`config.mk`:
```
export PLATFORM = sky130hd
export DESIGN_NAME = irrigation_ctrl_multi_flat
export DESIGN_NICKNAME = d
export VERILOG_FILES = /design/src/rtl/irrigation_ctrl_multi_if.sv /design/src/rtl/irrigation_ctrl_multi.sv /design/src/flat_wrapper.sv
export SDC_FILE = /design/constraint.sdc
export NUM_CORES = 1
export LEC_CHECK = 0
export BUFFER_PORTS_ARGS = -buffer_cell sky130_fd_sc_hd__buf_2
export CORE_MARGIN = 1.5
export CORE_UTILIZATION = 42
export CTS_BUF_LIST = sky130_fd_sc_hd__clkbuf_16
export CTS_CLUSTER_DIAMETER = 40
export DETAILED_ROUTE_END_ITERATION = 7
export GPL_TIMING_DRIVEN = 0
export HOLD_SLACK_MARGIN = 0.03
export PLACE_DENSITY_LB_ADDON = 0.05
export SETUP_SLACK_MARGIN = 0.4
export SLEW_MARGIN = 20
export SYNTH_ARGS = -nofsm -noshare
export SYNTH_HDL_FRONTEND = slang
export SYNTH_SLANG_ARGS = --single-unit
```
`constraint.sdc`:
```
create_clock -name clock -period 2.5 [get_ports clock]
set_clock_uncertainty 0.2 [all_clocks]
set_input_delay 0.375 -clock clock [delete_from_list [all_inputs] [get_ports clock]]
set_output_delay 0.375 -clock clock [all_outputs]
set_load 0.1 [all_outputs]
```
`src/rtl/irrigation_ctrl_multi_if.sv`:
```
// Sensor/actuator bundle of the multi-level irrigation controller.
// master = sensor/display side (drives raw sensors, reads actuators),
// slave  = irrigation_ctrl_multi itself.
interface irrigation_ctrl_multi_if #(
  parameter int LEVELS = 3
);
  localparam int LC_W = $clog2(LEVELS + 1);

  logic [LEVELS-1:0] level;
  logic              Us;
  logic              Ua;
  logic              T;
  logic              Ve;
  logic              Bs;
  logic              Vs;
  logic              Al;
  logic              E;
  logic              working;
  logic [LC_W-1:0]   level_count;

  modport master (
    output level, Us, Ua, T,
    input  Ve, Bs, Vs, Al, E, working, level_count
  );

  modport slave (
    input  level, Us, Ua, T,
    output Ve, Bs, Vs, Al, E, working, level_count
  );
endinterface

```
`src/rtl/irrigation_ctrl_multi.sv`:
```
// Multi-level irrigation controller.
// Debounces LEVELS thermometer tank sensors plus the Us/Ua/T sensors, decodes
// the tank level, and drives the inlet valve (hysteresis FSM), the sprinkler
// pump / drip valve (minimum on-time, break-before-make FSM), the alarm and
// the measurement-error flag. Every output is a register fed from the
// filtered sensor values.
// Optional build macro: ALARM_BLINK_EN -- a low-level alarm (without E)
// blinks with a half-period of BLINK_DIV cycles instead of staying steady.
module irrigation_ctrl_multi #(
  parameter int LEVELS        = 3,
  parameter int DEBOUNCE      = 4,
  parameter int MIN_ON        = 8,
  parameter int FILL_LO       = 2,
  parameter int SPR_MIN_LEVEL = 2,
  parameter int ALARM_LEVEL   = 1
`ifdef ALARM_BLINK_EN
  ,
  parameter int BLINK_DIV     = 16
`endif
) (
  input logic                    clock,
  input logic                    reset,
  irrigation_ctrl_multi_if.slave bus
);

  localparam int LC_W = $clog2(LEVELS + 1);
  localparam int DB_W = $clog2(DEBOUNCE + 1);
  localparam int TM_W = (MIN_ON > 1) ? $clog2(MIN_ON) : 1;
  localparam int NIN  = LEVELS + 3;

  localparam logic [DB_W-1:0] DB_MAX   = DB_W'(DEBOUNCE);
  localparam logic [TM_W-1:0] TMR_MAX  = TM_W'(MIN_ON - 1);
  // Filtered reset image: tank empty, soil saturated/moist, weather cool.
  localparam logic [NIN-1:0]  FILT_RST = {{LEVELS{1'b0}}, 3'b110};

  typedef enum logic [1:0] {
    IN_IDLE,
    IN_FILL,
    IN_FAULT
  } inlet_t;

  typedef enum logic [1:0] {
    IR_OFF,
    IR_SPRINKLE,
    IR_DRIP,
    IR_GAP
  } irr_t;

  // ---------------------------------------------------------------------
  // Helpers
  // ---------------------------------------------------------------------
  function automatic logic is_thermo(input logic [LEVELS-1:0] v);
    logic ok;
    logic seen_zero;
    ok        = 1'b1;
    seen_zero = 1'b0;
    for (int i = 0; i < LEVELS; i++) begin
      if (!v[i]) begin
        seen_zero = 1'b1;
      end else if (seen_zero) begin
        ok = 1'b0;
      end
    end
    return ok;
  endfunction

  function automatic logic [LC_W-1:0] popcount(input logic [LEVELS-1:0] v);
    logic [LC_W-1:0] n;
    n = '0;
    for (int i = 0; i < LEVELS; i++) begin
      n = n + LC_W'(v[i]);
    end
    return n;
  endfunction

  // ---------------------------------------------------------------------
  // Declarations
  // ---------------------------------------------------------------------
  logic [NIN-1:0]  raw;
  logic [NIN-1:0]  filt_q, filt_d;
  logic [DB_W-1:0] cnt_q [NIN];
  logic [DB_W-1:0] cnt_d [NIN];

  logic [LEVELS-1:0] lvl_f;
  logic              us_f, ua_f, t_f;

  logic              valid_c;
  logic              e_c;
  logic [LC_W-1:0]   lc_c;
  logic [31:0]       lc_w;
  logic              lc_zero, lc_lt_fill, lc_full, lc_ge_spr, lc_le_al;
  logic              dry_c;
  logic              spr_req_c, drp_req_c;

  inlet_t          in_q, in_d;
  irr_t            ir_q, ir_d;
  logic [TM_W-1:0] tmr_q, tmr_d;

  logic            ve_q, bs_q, vs_q, al_q, e_q;
  logic [LC_W-1:0] lc_q;
  logic            al_d;

  assign raw = {bus.level, bus.Us, bus.Ua, bus.T};

  // Per-bit debounce: count consecutive disagreeing samples, adopt the raw
  // value on the sample that brings the count to DEBOUNCE.
  always_comb begin
    filt_d = filt_q;
    for (int i = 0; i < NIN; i++) begin
      cnt_d[i] = '0;
      if (raw[i] != filt_q[i]) begin
        if (cnt_q[i] + DB_W'(1) == DB_MAX) begin
          filt_d[i] = raw[i];
        end else begin
          cnt_d[i] = cnt_q[i] + DB_W'(1);
        end
      end
    end
  end

  // Debounce state registers.
  always_ff @(posedge clock) begin
    if (reset) begin
      filt_q <= FILT_RST;
      for (int i = 0; i < NIN; i++) begin
        cnt_q[i] <= '0;
      end
    end else begin
      filt_q <= filt_d;
      for (int i = 0; i < NIN; i++) begin
        cnt_q[i] <= cnt_d[i];
      end
    end
  end

  // ---------------------------------------------------------------------
  // Level decode and demand (all from the filtered values)
  // ---------------------------------------------------------------------
  assign lvl_f = filt_q[NIN-1:3];
  assign us_f  = filt_q[2];
  assign ua_f  = filt_q[1];
  assign t_f   = filt_q[0];

  assign valid_c = is_thermo(lvl_f);
  assign e_c     = ~valid_c;
  // An invalid code freezes the last good level.
  assign lc_c    = valid_c ? popcount(lvl_f) : lc_q;
  assign lc_w    = 32'(lc_c);

  assign lc_zero    = (lc_c == '0);
  assign lc_lt_fill = (lc_w <  32'(FILL_LO));
  assign lc_full    = (lc_w == 32'(LEVELS));
  assign lc_ge_spr  = (lc_w >= 32'(SPR_MIN_LEVEL));
  assign lc_le_al   = (lc_w <= 32'(ALARM_LEVEL));

  // Dry-run protection: no pumping on a sensor fault or an empty tank.
  assign dry_c     = e_c | lc_zero;
  assign spr_req_c = ~dry_c & ~us_f & (~ua_f | (ua_f & t_f & lc_ge_spr));
  assign drp_req_c = ~dry_c & ~us_f & ua_f & (~t_f | (t_f & ~lc_ge_spr));

  // Inlet FSM next state: hysteresis between FILL_LO and a full tank.
  always_comb begin
    in_d = in_q;
    case (in_q)
      IN_IDLE:  if (lc_lt_fill) in_d = IN_FILL;
      IN_FILL:  if (lc_full)    in_d = IN_IDLE;
      IN_FAULT: in_d = IN_IDLE;
      default:  in_d = IN_IDLE;
    endcase
    if (e_c) begin
      in_d = IN_FAULT;
    end
  end

  // Irrigation FSM next state and on-timer: min on-time, fault exit, GAP.
  always_comb begin
    ir_d  = ir_q;
    tmr_d = tmr_q;
    case (ir_q)
      IR_OFF: begin
        if (spr_req_c) begin
          ir_d  = IR_SPRINKLE;
          tmr_d = '0;
        end else if (drp_req_c) begin
          ir_d  = IR_DRIP;
          tmr_d = '0;
        end
      end
      IR_SPRINKLE: begin
        if (dry_c) begin
          ir_d = IR_GAP;
        end else if (!spr_req_c && tmr_q == TMR_MAX) begin
          ir_d = IR_GAP;
        end else if (tmr_q != TMR_MAX) begin
          tmr_d = tmr_q + TM_W'(1);
        end
      end
      IR_DRIP: begin
        if (dry_c) begin
          ir_d = IR_GAP;
        end else if (!drp_req_c && tmr_q == TMR_MAX) begin
          ir_d = IR_GAP;
        end else if (tmr_q != TMR_MAX) begin
          tmr_d = tmr_q + TM_W'(1);
        end
      end
      IR_GAP:  ir_d = IR_OFF;
      default: ir_d = IR_OFF;
    endcase
  end

  // FSM state registers.
  always_ff @(posedge clock) begin
    if (reset) begin
      in_q  <= IN_IDLE;
      ir_q  <= IR_OFF;
      tmr_q <= '0;
    end else begin
      in_q  <= in_d;
      ir_q  <= ir_d;
      tmr_q <= tmr_d;
    end
  end

  // ---------------------------------------------------------------------
  // Alarm
  // ---------------------------------------------------------------------
`ifdef ALARM_BLINK_EN
  localparam int BL_W = (BLINK_DIV > 1) ? $clog2(BLINK_DIV) : 1;
  localparam logic [BL_W-1:0] BL_MAX = BL_W'(BLINK_DIV - 1);

  logic            low_c;
  logic            low_q;
  logic [BL_W-1:0] blink_q, blink_d;

  assign low_c = lc_le_al & ~e_c;

  // Blink sequencer: E forces steady on; a new low-level alarm restarts at 1.
  always_comb begin
    al_d    = 1'b0;
    blink_d = '0;
    if (e_c) begin
      al_d = 1'b1;
    end else if (low_c && !low_q) begin
      al_d = 1'b1;
    end else if (low_c) begin
      if (blink_q == BL_MAX) begin
        al_d = ~al_q;
      end else begin
        al_d    = al_q;
        blink_d = blink_q + BL_W'(1);
      end
    end
  end

  // Blink counter and alarm-condition history.
  always_ff @(posedge clock) begin
    if (reset) begin
      low_q   <= 1'b0;
      blink_q <= '0;
    end else begin
      low_q   <= low_c;
      blink_q <= blink_d;
    end
  end
`else
  assign al_d = e_c | lc_le_al;
`endif

  // Output registers.
  always_ff @(posedge clock) begin
    if (reset) begin
      ve_q <= 1'b0;
      bs_q <= 1'b0;
      vs_q <= 1'b0;
      al_q <= 1'b0;
      e_q  <= 1'b0;
      lc_q <= '0;
    end else begin
      ve_q <= (in_d == IN_FILL);
      bs_q <= (ir_d == IR_SPRINKLE);
      vs_q <= (ir_d == IR_DRIP);
      al_q <= al_d;
      e_q  <= e_c;
      lc_q <= lc_c;
    end
  end

  assign bus.Ve          = ve_q;
  assign bus.Bs          = bs_q;
  assign bus.Vs          = vs_q;
  assign bus.Al          = al_q;
  assign bus.E           = e_q;
  assign bus.working     = ~e_q;
  assign bus.level_count = lc_q;

endmodule
```
`src/flat_wrapper.sv`:
```
// flat-port wrapper written by rule: the top's interface ports become plain ports
module irrigation_ctrl_multi_flat 
#(
  parameter int LEVELS        = 3,
  parameter int DEBOUNCE      = 4,
  parameter int MIN_ON        = 8,
  parameter int FILL_LO       = 2,
  parameter int SPR_MIN_LEVEL = 2,
  parameter int ALARM_LEVEL   = 1

)
  (clock, reset, bus_level, bus_Us, bus_Ua, bus_T, bus_Ve, bus_Bs, bus_Vs, bus_Al, bus_E, bus_working, bus_level_count);
  irrigation_ctrl_multi_if #(.LEVELS(LEVELS)) bus_i ();
  input logic clock;
  input logic reset;
  input wire logic [$bits(bus_i.level)-1:0] bus_level;
  input wire logic [$bits(bus_i.Us)-1:0] bus_Us;
  input wire logic [$bits(bus_i.Ua)-1:0] bus_Ua;
  input wire logic [$bits(bus_i.T)-1:0] bus_T;
  output wire logic [$bits(bus_i.Ve)-1:0] bus_Ve;
  output wire logic [$bits(bus_i.Bs)-1:0] bus_Bs;
  output wire logic [$bits(bus_i.Vs)-1:0] bus_Vs;
  output wire logic [$bits(bus_i.Al)-1:0] bus_Al;
  output wire logic [$bits(bus_i.E)-1:0] bus_E;
  output wire logic [$bits(bus_i.working)-1:0] bus_working;
  output wire logic [$bits(bus_i.level_count)-1:0] bus_level_count;
  assign bus_i.level = bus_level;
  assign bus_i.Us = bus_Us;
  assign bus_i.Ua = bus_Ua;
  assign bus_i.T = bus_T;
  assign bus_Ve = bus_i.Ve;
  assign bus_Bs = bus_i.Bs;
  assign bus_Vs = bus_i.Vs;
  assign bus_Al = bus_i.Al;
  assign bus_E = bus_i.E;
  assign bus_working = bus_i.working;
  assign bus_level_count = bus_i.level_count;
  irrigation_ctrl_multi #(.LEVELS(LEVELS), .DEBOUNCE(DEBOUNCE), .MIN_ON(MIN_ON), .FILL_LO(FILL_LO), .SPR_MIN_LEVEL(SPR_MIN_LEVEL), .ALARM_LEVEL(ALARM_LEVEL)) u_core (.clock(clock), .reset(reset), .bus(bus_i));
endmodule
```
==> flow_metrics.tcl, run 1 <==
set metrics [dict create \
    synth_nets 218 \
    async_flop_share_pct 0 \
    internal-power_mw 1.17 \
    hpwl_um 2480 \
    cts.clk_slew.worst_paths_ns 0.05 \
    gp_congestion 0.837 \
    yosysUniqueCellTypes 37 \
    drt_iter0_markers 48 \
    status "complete, no violations" \
    cts_max_level 2 \
    p_sw_uw 566 \
    start_kind "flip-flop" \
    required_ns 2.44 \
    grt_pass1_wl_um 5800 \
    synth_area_um2 1790 \
    dpl_cell_area_um2 1930 \
    power.total_mw 1.74 \
    multi_input_area_um2 1060 \
    final_cell_mix "31 x dfxtp_1, 21 x nand2_1, 17 x ha_1, 16 x nor2_1, 15 x buf_2" \
    grt_usage_pct 16.9 \
    coreArea_um2 4060 \
    dr.max_layer_used "met4" \
    finalHoldViolations 0 \
    max_freq_mhz 489 \
    arrival_ns 1.98 \
    fin_nets 243 \
    power_frac_seq_pct 39.1 \
    die_w_um 68.2 \
    row_count 23 \
    drive_gt1_share_pct 25.3 \
    seq_area_frac_synth_pct 42.5 \
    rsz0062_at_grt "no" \
    dieArea_um2 4660 \
    routed_wl_um 3550 \
    wl_per_cell_um 13.3 \
    synthCells 191 \
    setup_tns_ns 0 \
    wl_met3_um 112 \
    overflow 0 \
    io-pin-count 16 \
    fin_area_um2 2210 \
    n_antenna_cell 0 \
    worst_slew_pin_slew_ns 0.526 \
    start_util_pct 44.1 \
    antenna_found_initial 0 \
    register_area_um2 772 \
    slew_violations 0 \
    place_inst 256 \
    layout_setup_ws_ns 0.454 \
    timing.hold.ws_ns 0.130 \
    clkPwrFrac_pct 34.0 \
    cts_sinks 38 \
    cap_violations 0 \
    synth_edf_count 0 \
    n_fill_cell 357 \
    die_y_um 68.2 \
    firstDrtPassIters 4 \
    fin_crit_ns 2.05 \
    slew_headroom_pct 64.9 \
    io_buffers 15 \
    postCtsHoldBufs 0 \
    dp_slack_ns 0.344 \
    grt_max_degree 12 \
    max-vdd-ir-drop_mv 0.375 \
    synthFlopType "dfxtp_1" \
    setup_violations 0 \
    met2_length_um 1750 \
    cellLeakagePower_nw 1.00 \
    worst_setup_path_end_kind "flip-flop" \
    syn_avg_cell_area_um2 9.36 \
    fin_crit_sh_pct 81.8 \
    dr_total_vias 1377 \
    final_common_cell "dfxtp_1" \
    remaining_drc_errors 0 \
    fin_cells 267 \
    yosys_warnings 0 \
    areaGrowthSynthToFinish_pct 23.4 \
    cts-root-buf "clkbuf_16" \
    holdCritPathClass "in -> reg" \
    cts_buffer_depth 2 \
    cts_tree "done" \
    sw_frac_of_total_pct 32.6 \
    synth-seq-cells 38 \
    clock_latency_ns 0.28 \
    wl_met1_um 1600 \
    power_density_nw_per_um2 786 \
    viasPerCell 5.16 \
    crit_type "reg -> reg" \
    critPathMaxFanout 3 \
    cts_buffers 5 \
    fin_util_pct 54.4 \
    postRouteAntennaNets 0 \
    grt_pass1_vias 1379 \
    share_comb_of_total_power_pct 26.9 \
]
-- cells by family after synthesis --
group                      Yosys count  synth area share (%)
AOI/OAI and AO/OA                   37                  13.5
xor gates and xnor gates            13                  6.37
adders and majority gates           19                  13.3
buffers and inverters               12                  4.06
DFF                                 38                  42.5
and+or+nand+nor                     72                  20.2
-- critical path, stage by stage (launching register included) --
cell and delay (ns):
dfxtp_2 0.34, ha_4 0.16, ha_4 0.16, nand2b_4 0.14, o21a_1 0.19, or4_4 0.57, nand3_2 0.08, a21oi_1 0.06
-- what timing repair did --
action / CTS / global route
pin swaps: 1 / 7
resized for setup: 2 / 24
endpoints found under the setup margin: 3 / 5
setup buffers: 1 / 2
-- power groups by stage --
stage / Sequential (mW) / Clock (mW) / Combinational [mW]
after floorplan: 0.776 / 0 / 0.238
after global placement: 0.684 / 0 / 0.400
after detailed placement: 0.687 / 0 / 0.410
after CTS: 0.674 / 0.606 / 0.421
after global routing: 0.684 / 0.632 / 0.510
final: 0.679 / 0.590 / 0.466
-- worst paths after layout --
kind,depth (start not counted),to,slack (ns),startpoint
worst min-delay path,2,u_core.ir_q[1]$_SDFF_PP0_,0.13,reset
worst min register to register,1,u_core.cnt_q[0][3]$_SDFF_PP0_,0.25,u_core.cnt_q[0][3]$_SDFF_PP0_
worst max register to register,7,u_core.tmr_q[0]$_SDFFE_PP0P_,0.45,u_core.tmr_q[1]$_SDFFE_PP0P_
worst max-delay path,7,u_core.tmr_q[0]$_SDFFE_PP0P_,0.45,u_core.tmr_q[1]$_SDFFE_PP0P_
-- Yosys cell counts, drive strengths merged (2+ instances only) --
cell	count	area, um^2
dfxtp	38	761
nand2	21	78.8
ha	19	238
nor2	16	60.1
a21oi	13	65.1
and3	12	75.1
nand3	11	55.1
o21ai	7	35.0
xnor2	7	61.3
nor2b	6	45.0
xor2	6	52.6
buf	5	36.3
inv	5	18.8
a2111oi	2	17.5
clkbuf	2	17.5
nand2b	2	12.5
o211ai	2	15.0
o22ai	2	12.5
-- registers in the layout (all words and copies together), names as in the netlist --
| name | cells |
|---|---|
| u_core.bus.E | 1 |
| u_core.in_q | 2 |
| u_core.tmr_q | 3 |
| u_core.bus.Vs | 1 |
| u_core.filt_q | 6 |
| u_core.bus.Bs | 1 |
| u_core.bus.Al | 1 |
| u_core.cnt_q | 18 |
| u_core.bus.Ve | 1 |
| u_core.bus.level_count | 2 |
| u_core.ir_q | 2 |
-- per-layer routing --
layer  vias to the layer above  GRT usage [%]
met1                       640           19.1
li1                        715              -
met5                         -              0
met4                         0           7.75
met3                         8           5.43
met2                        14           28.8
-- final cells by class --
class | instances | area share (%)
repair buffers | 18 | 4.42
clock buffers | 5 | 5.67
multi-input cells | 141 | 47.8
inverters | 5 | 1.02
plain buffers | 7 | 2.66
clock inverters | 3 | 0.567
flip-flops and latches | 38 | 35.0
well taps | 50 | 2.83
Note: power is estimated with default switching activity, not from simulation.
==> inputs of run 2 (changes only) <==
- ABC_AREA: unset -> 1
- clock period: 2.5 -> 1.7 ns (I/O delays scaled with it)
==> run 2 against run 1 <==
  * Global-route usage shrank 0.19 points
  * Combinational power up 42%
  * Wire length is 3.9% lower
  * Core utilization is 10 points higher
==> flow_metrics.tcl, run 2 <==
set metrics [dict create \
    crit_buf_inv 1 \
    cpPeakStageDelay_ns 0.33 \
    areaGrowthSynthToFinish_pct 46.3 \
    clkPwrFrac_pct 33.9 \
    setup_violations 0 \
    cap_violations 0 \
    yosys.area.top_type_share_pct 42.8 \
    synthFlopType "dfxtp_1" \
    arrival_ns 1.59 \
    grt_pass1_vias 1342 \
    wl_per_cell_um 11.5 \
    synth-seq-cells 38 \
    crit_type "reg -> reg" \
    reg_top3 "u_core.cnt_q x18, u_core.filt_q x6, u_core.tmr_q x3" \
    internal-power_mw 1.76 \
    fin_crit_ns 1.62 \
    path_cells "ha_4, ha_4, nand3b_1, nand2_1, inv_2, nand2_4, nand2_2, nand2_2, nand2_2, nand2_2, nor2_2" \
    worst_setup_path_end_kind "flip-flop" \
    cts_buffers 5 \
    seq_area_frac_synth_pct 42.8 \
    cts_tree "done" \
    gp_congestion 0.740 \
    largest_register_ffs 18 \
    syn_avg_cell_area_um2 8.39 \
    place_inst 276 \
    required_ns 1.67 \
    cts.clk_slew.worst_paths_ns 0.06 \
    timing.hold.ws_ns 0.0418 \
    synth_common_cells "38 x dfxtp_1, 33 x inv_1, 30 x nor2_1, 26 x nand2_1, 19 x ha_1" \
    dieArea_um2 4630 \
    coreArea_um2 4030 \
    yosys_warnings 0 \
    regMostFlops "u_core.cnt_q" \
    postRouteAntennaNets 0 \
    dr_total_vias 1373 \
    synth_edf_count 0 \
    die_w_um 68.1 \
    status "complete, no violations" \
    io-pin-count 16 \
    cellLeakagePower_nw 1.17 \
    layout_setup_ws_ns 0.0776 \
    max_freq_mhz 616 \
    viasPerCell 4.64 \
    synthCells 212 \
    rsz0062_at_grt "yes" \
    synth_area_leader_cell "dfxtp_1" \
    fin_nets 272 \
    io_buffers 14 \
    fin_crit_sh_pct 95.4 \
    grt_usage_pct 16.7 \
    fin_cells 296 \
    n_antenna_cell 0 \
    power_frac_seq_pct 40.2 \
    setup_tns_ns 0 \
    fin_area_um2 2600 \
    firstDrtPassIters 4 \
    finalHoldViolations 0 \
    start_kind "flip-flop" \
    cp_slowest_cell "dfxtp_2" \
    critPathMaxFanout 4 \
    overflow 0 \
    yosysMostFrequentCell "dfxtp_1" \
    max-vdd-ir-drop_mv 0.562 \
    power.total_mw 2.56 \
    p_sw_uw 802 \
    synth_area_um2 1780 \
    cts-root-buf "clkbuf_16" \
    slew_violations 0 \
    cts_sinks 38 \
    async_flop_share_pct 0 \
    synth_nets 239 \
    die_y_um 68.1 \
    start_util_pct 44.1 \
    synth_area_leaders "dfxtp_1 43%, ha_1 13%, inv_1 7.0%, nor2_1 6.3%, xor2_1 5.9%" \
    dpl_cell_area_um2 1980 \
    clock_latency_ns 0.28 \
    grt_max_degree 12 \
    cp_common_cell "nand2_2" \
    routed_wl_um 3410 \
    postCtsHoldBufs 0 \
    worst_slew_pin_slew_ns 0.362 \
    antenna_found_initial 0 \
    final_cell_mix "29 x nor2_1, 25 x inv_1, 18 x nand2_1, 18 x dfxtp_2, 14 x nand2_2" \
    drive_gt1_share_pct 51.2 \
    final_common_cell "nor2_1" \
    slew_headroom_pct 75.7 \
    cts_buffer_depth 2 \
    drt_iter0_markers 57 \
    hpwl_um 2300 \
    yosysUniqueCellTypes 24 \
    share_comb_of_total_power_pct 25.9 \
    grt_pass1_wl_um 5660 \
    sw_frac_of_total_pct 31.3 \
    holdCritPathClass "in -> reg" \
    row_count 23 \
    power_density_nw_per_um2 985 \
    remaining_drc_errors 0 \
    cts_max_level 2 \
    dp_slack_ns 0.0546 \
    worst_path_dominant_cell_family "simple AND/OR/NAND/NOR gates" \
    fin_util_pct 64.6 \
]
-- run 2: cell count changes in the layout (fill, tap and decap cells not counted), moves of 8 or more --
cell     change
inv_1       +20
buf_2        -8
dfxtp_1     -18
inv_2        +8
and3_1      -12
nor2_1      +13
nand2_2     +14
dfxtp_2     +12
buf_4        +8
-- run 2: logic make-up (layout without fill, tap and decap cells) --
family | after synthesis | count (layout) | share of synthesized area (%)
DFF | 38 | 38 | 42.8
buffers and inverters | 37 | 71 | 8.09
AOI/OAI and AO/OA | 17 | 17 | 5.42
and+or+nand+nor | 89 | 89 | 24.4
xor gates and xnor gates | 12 | 12 | 5.91
adders and majority gates | 19 | 19 | 13.4
-- run 2: repair_timing --
action	CTS	global route
gates cloned	0	0
endpoints found under the setup margin	40	38
pin swaps	16	16
setup buffers	7	5
gates resized for setup	50	53
-- run 2: power by group through the flow --
stage / Clock, mW / Combinational, mW / Sequential [mW]
after floorplan: 0 / 0.388 / 1.13
after global placement: 0 / 0.565 / 1.04
after detailed placement: 0 / 0.587 / 1.04
after CTS: 0.889 / 0.637 / 1.03
after global routing: 0.924 / 0.729 / 1.04
final: 0.868 / 0.663 / 1.03
-- run 2: layer usage --
metal	vias up	global-route usage (%)	wire (um)
li1	718	-	-
met1	621	18.5	1450
met2	25	29.7	1770
met3	9	5.43	130
met4	0	6.00	61
met5	-	0	0
-- run 2: area by class of cell --
type	count	area, um^2
Sequential cell	38	810
Tap cell	50	62.6
Clock buffer	5	125
Timing Repair Buffer	26	258
Buffer	2	12.5
Fill cell	331	1430
Clock inverter	3	12.5
Multi-Input combinational cell	137	1180
Inverter	35	138
-- run 2: path summary, 6_finish.rpt --
| kind | end | slack [ns] | cells past startpoint | start |
|---|---|---|---|---|
| setup / recovery | u_core.bus.Bs$_SDFF_PP0_ | 0.08 | 11 | u_core.tmr_q[1]$_SDFFE_PP0P_ |
| hold / removal | u_core.bus.E$_SDFF_PP0_ | 0.04 | 2 | reset |
| setup reg to reg | u_core.bus.Bs$_SDFF_PP0_ | 0.08 | 11 | u_core.tmr_q[1]$_SDFFE_PP0P_ |
| hold reg to reg | u_core.cnt_q[0][6]$_SDFF_PP0_ | 0.24 | 1 | u_core.cnt_q[0][6]$_SDFF_PP0_ |
-- run 2: worst reg2reg max path, cell delays in order, from the launching register on --
cell and delay (ns):
dfxtp_2 0.33, ha_4 0.16, ha_4 0.15, nand3b_1 0.17
nand2_1 0.09, inv_2 0.04, nand2_4 0.08, nand2_2 0.06
nand2_2 0.07, nand2_2 0.06, nand2_2 0.07, nor2_2 0.03
==> inputs of run 3 (changes only) <==
- clock period: 1.7 -> 1.9 ns (I/O delays scaled with it)
==> run 3 against run 2 <==
  * Count of clock-buffer cells in the layout unchanged
  * Non-clock buffer count down 12
  * Final cell count fell by 4.1%
  * Sequential share of layout area rose by 5.0 points
  * Wire length down 16%
==> flow_metrics.tcl, run 3 (synthesis gave the netlist of run 2 again) <==
set metrics [dict create \
    finalHoldViolations 0 \
    n_antenna_cell 0 \
    cts_sinks 38 \
    worst_setup_path_end_kind "flip-flop" \
    fin_area_um2 2160 \
    dpl_cell_area_um2 1980 \
    cts_max_level 2 \
    max-vdd-ir-drop_mv 0.537 \
    overflow 0 \
    dieArea_um2 4630 \
    postCtsSetupBuffers 0 \
    wl_per_cell_um 10.1 \
    die_y_um 68.1 \
    fin_cells 284 \
    cts_buffers 5 \
    arrival_ns 1.59 \
    coreArea_um2 4030 \
    status "complete, no violations" \
    cts_buffer_depth 2 \
    cellLeakagePower_nw 1.06 \
    critPathMaxFanout 4 \
    postCtsHoldBufs 0 \
    crit_type "reg -> reg" \
    antenna_found_initial 0 \
    worst_slew_pin_slew_ns 0.482 \
    grt_pass1_vias 1245 \
    holdCritPathClass "in -> reg" \
    power_frac_seq_pct 41.7 \
    setup_violations 0 \
    remaining_drc_errors 0 \
    setup_tns_ns 0 \
    postRouteAntennaNets 0 \
    sw_frac_of_total_pct 30.4 \
    required_ns 1.86 \
    start_kind "flip-flop" \
    met2_length_um 1360 \
    cap_violations 0 \
    viasPerCell 4.57 \
    internal-power_mw 1.54 \
    clkPwrFrac_pct 34.2 \
    firstDrtPassIters 4 \
    largest_register_ffs 18 \
    die_w_um 68.1 \
    slew_violations 0 \
    cts-root-buf "clkbuf_16" \
    power_density_nw_per_um2 1020 \
    place_inst 276 \
    start_util_pct 44.1 \
    fin_crit_ns 1.63 \
    dr_total_vias 1297 \
    grt_max_degree 12 \
    fin_nets 260 \
    final_common_cell "nor2_1" \
    slew_headroom_pct 68.1 \
    regMostFlops "u_core.cnt_q" \
    dr.max_layer_used "met4" \
    cts_tree "done" \
    cts.clk_slew.worst_paths_ns 0.05 \
    drive_gt1_share_pct 27.4 \
    io_buffers 14 \
    final_cell_mix "30 x nor2_1, 29 x inv_1, 28 x dfxtp_1, 24 x nand2_1, 16 x ha_1" \
    clock_latency_ns 0.27 \
    p_sw_uw 671 \
    drt_iter0_markers 41 \
    rsz0062_at_grt "yes" \
    share_comb_of_total_power_pct 24.1 \
    grt_pass1_wl_um 4930 \
    max_freq_mhz 614 \
    fin_crit_sh_pct 85.7 \
    wl_met1_um 1350 \
    timing.hold.ws_ns 0.0752 \
    routed_wl_um 2880 \
    wl_met3_um 101 \
    gp_congestion 0.738 \
    row_count 23 \
    io-pin-count 16 \
    hpwl_um 2230 \
    grt_usage_pct 14.4 \
    areaGrowthSynthToFinish_pct 21.5 \
    reg_top3 "u_core.cnt_q x18, u_core.filt_q x6, u_core.tmr_q x3" \
]
==> run 3: changes by cell type in the layout (fill, tap and decap cells not counted), moves of 5 or more <==
cell / before / now
ha_4: 9 / 3
dfxtp_2: 18 / 7
buf_12: 5 / 0
buf_4: 12 / 4
nand2_1: 18 / 24
dfxtp_1: 13 / 28
nand3_2: 9 / 3
o21ai_0: 0 / 5
xor2_1: 6 / 12
nand3_1: 4 / 10
ha_1: 10 / 16
==> run 3: layout make-up <==
class | instances | area, um^2
clock inverter | 3 | 12.5
fill | 387 | 1870
multi-input combinational | 137 | 943
tap | 50 | 62.6
sequential | 38 | 781
timing repair buffer | 14 | 87.6
inverter | 35 | 135
buffer | 2 | 12.5
clock buffer | 5 | 125
==> run 3: critical path: stages, from the launching register on <==
cell and delay, ns:
dfxtp_2 0.34, ha_4 0.16, ha_4 0.15, nand3b_1 0.17, nand2_1 0.09, inv_2 0.04
nand2_4 0.08, nand2_2 0.05, nand2_2 0.07, nand2_2 0.06, nand2_2 0.07, nor2_2 0.03
==> run 3: stage by stage <==
stage | util, % | setup WS, ns | total power, mW
after floorplan | - | 0.356 | 1.36
after global routing | 53.6 | 0.189 | 2.36
after CTS | 52.9 | 0.265 | 2.23
final | 53.6 | 0.272 | 2.21
after detailed placement | 49.2 | 0.260 | 1.45
after global placement | 49.2 | 0.280 | 1.43
==> run 3: final timing paths <==
check                                                  start                        end  slack (ns)  cells past startpoint
worst max-delay path            u_core.tmr_q[0]$_SDFFE_PP0P_   u_core.bus.Bs$_SDFF_PP0_        0.27                     11
worst min-delay path                                   reset   u_core.bus.Bs$_SDFF_PP0_        0.08                      2
worst max register to register  u_core.tmr_q[0]$_SDFFE_PP0P_   u_core.bus.Bs$_SDFF_PP0_        0.27                     11
worst min register to register     u_core.in_q[1]$_SDFF_PP0_  u_core.in_q[0]$_SDFF_PP0_        0.23                      1
==> run 3: power by group through the flow <==
stage / logic (mW) / clock network (mW) / registers (mW)
finish: 0.532 / 0.754 / 0.922
detailed placement: 0.518 / 0 / 0.934
global placement: 0.502 / 0 / 0.931
CTS: 0.524 / 0.784 / 0.918
floorplan: 0.346 / 0 / 1.01
global route: 0.605 / 0.828 / 0.927
==> run 3: what timing repair did <==
item | 4_1_cts | 5_1_grt
pin swaps | 1 | 6
resized for setup | 4 | 11
hold endpoints to repair | 0 | 0
endpoints found under the setup margin | 10 | 13
cloned | 0 | 0
==> run 3: routing by layer <==
layer,track usage [%],vias to the layer above
met5,0,-
met4,8.25,0
li1,-,697
met2,25.7,18
met3,3.95,7
met1,15.2,575
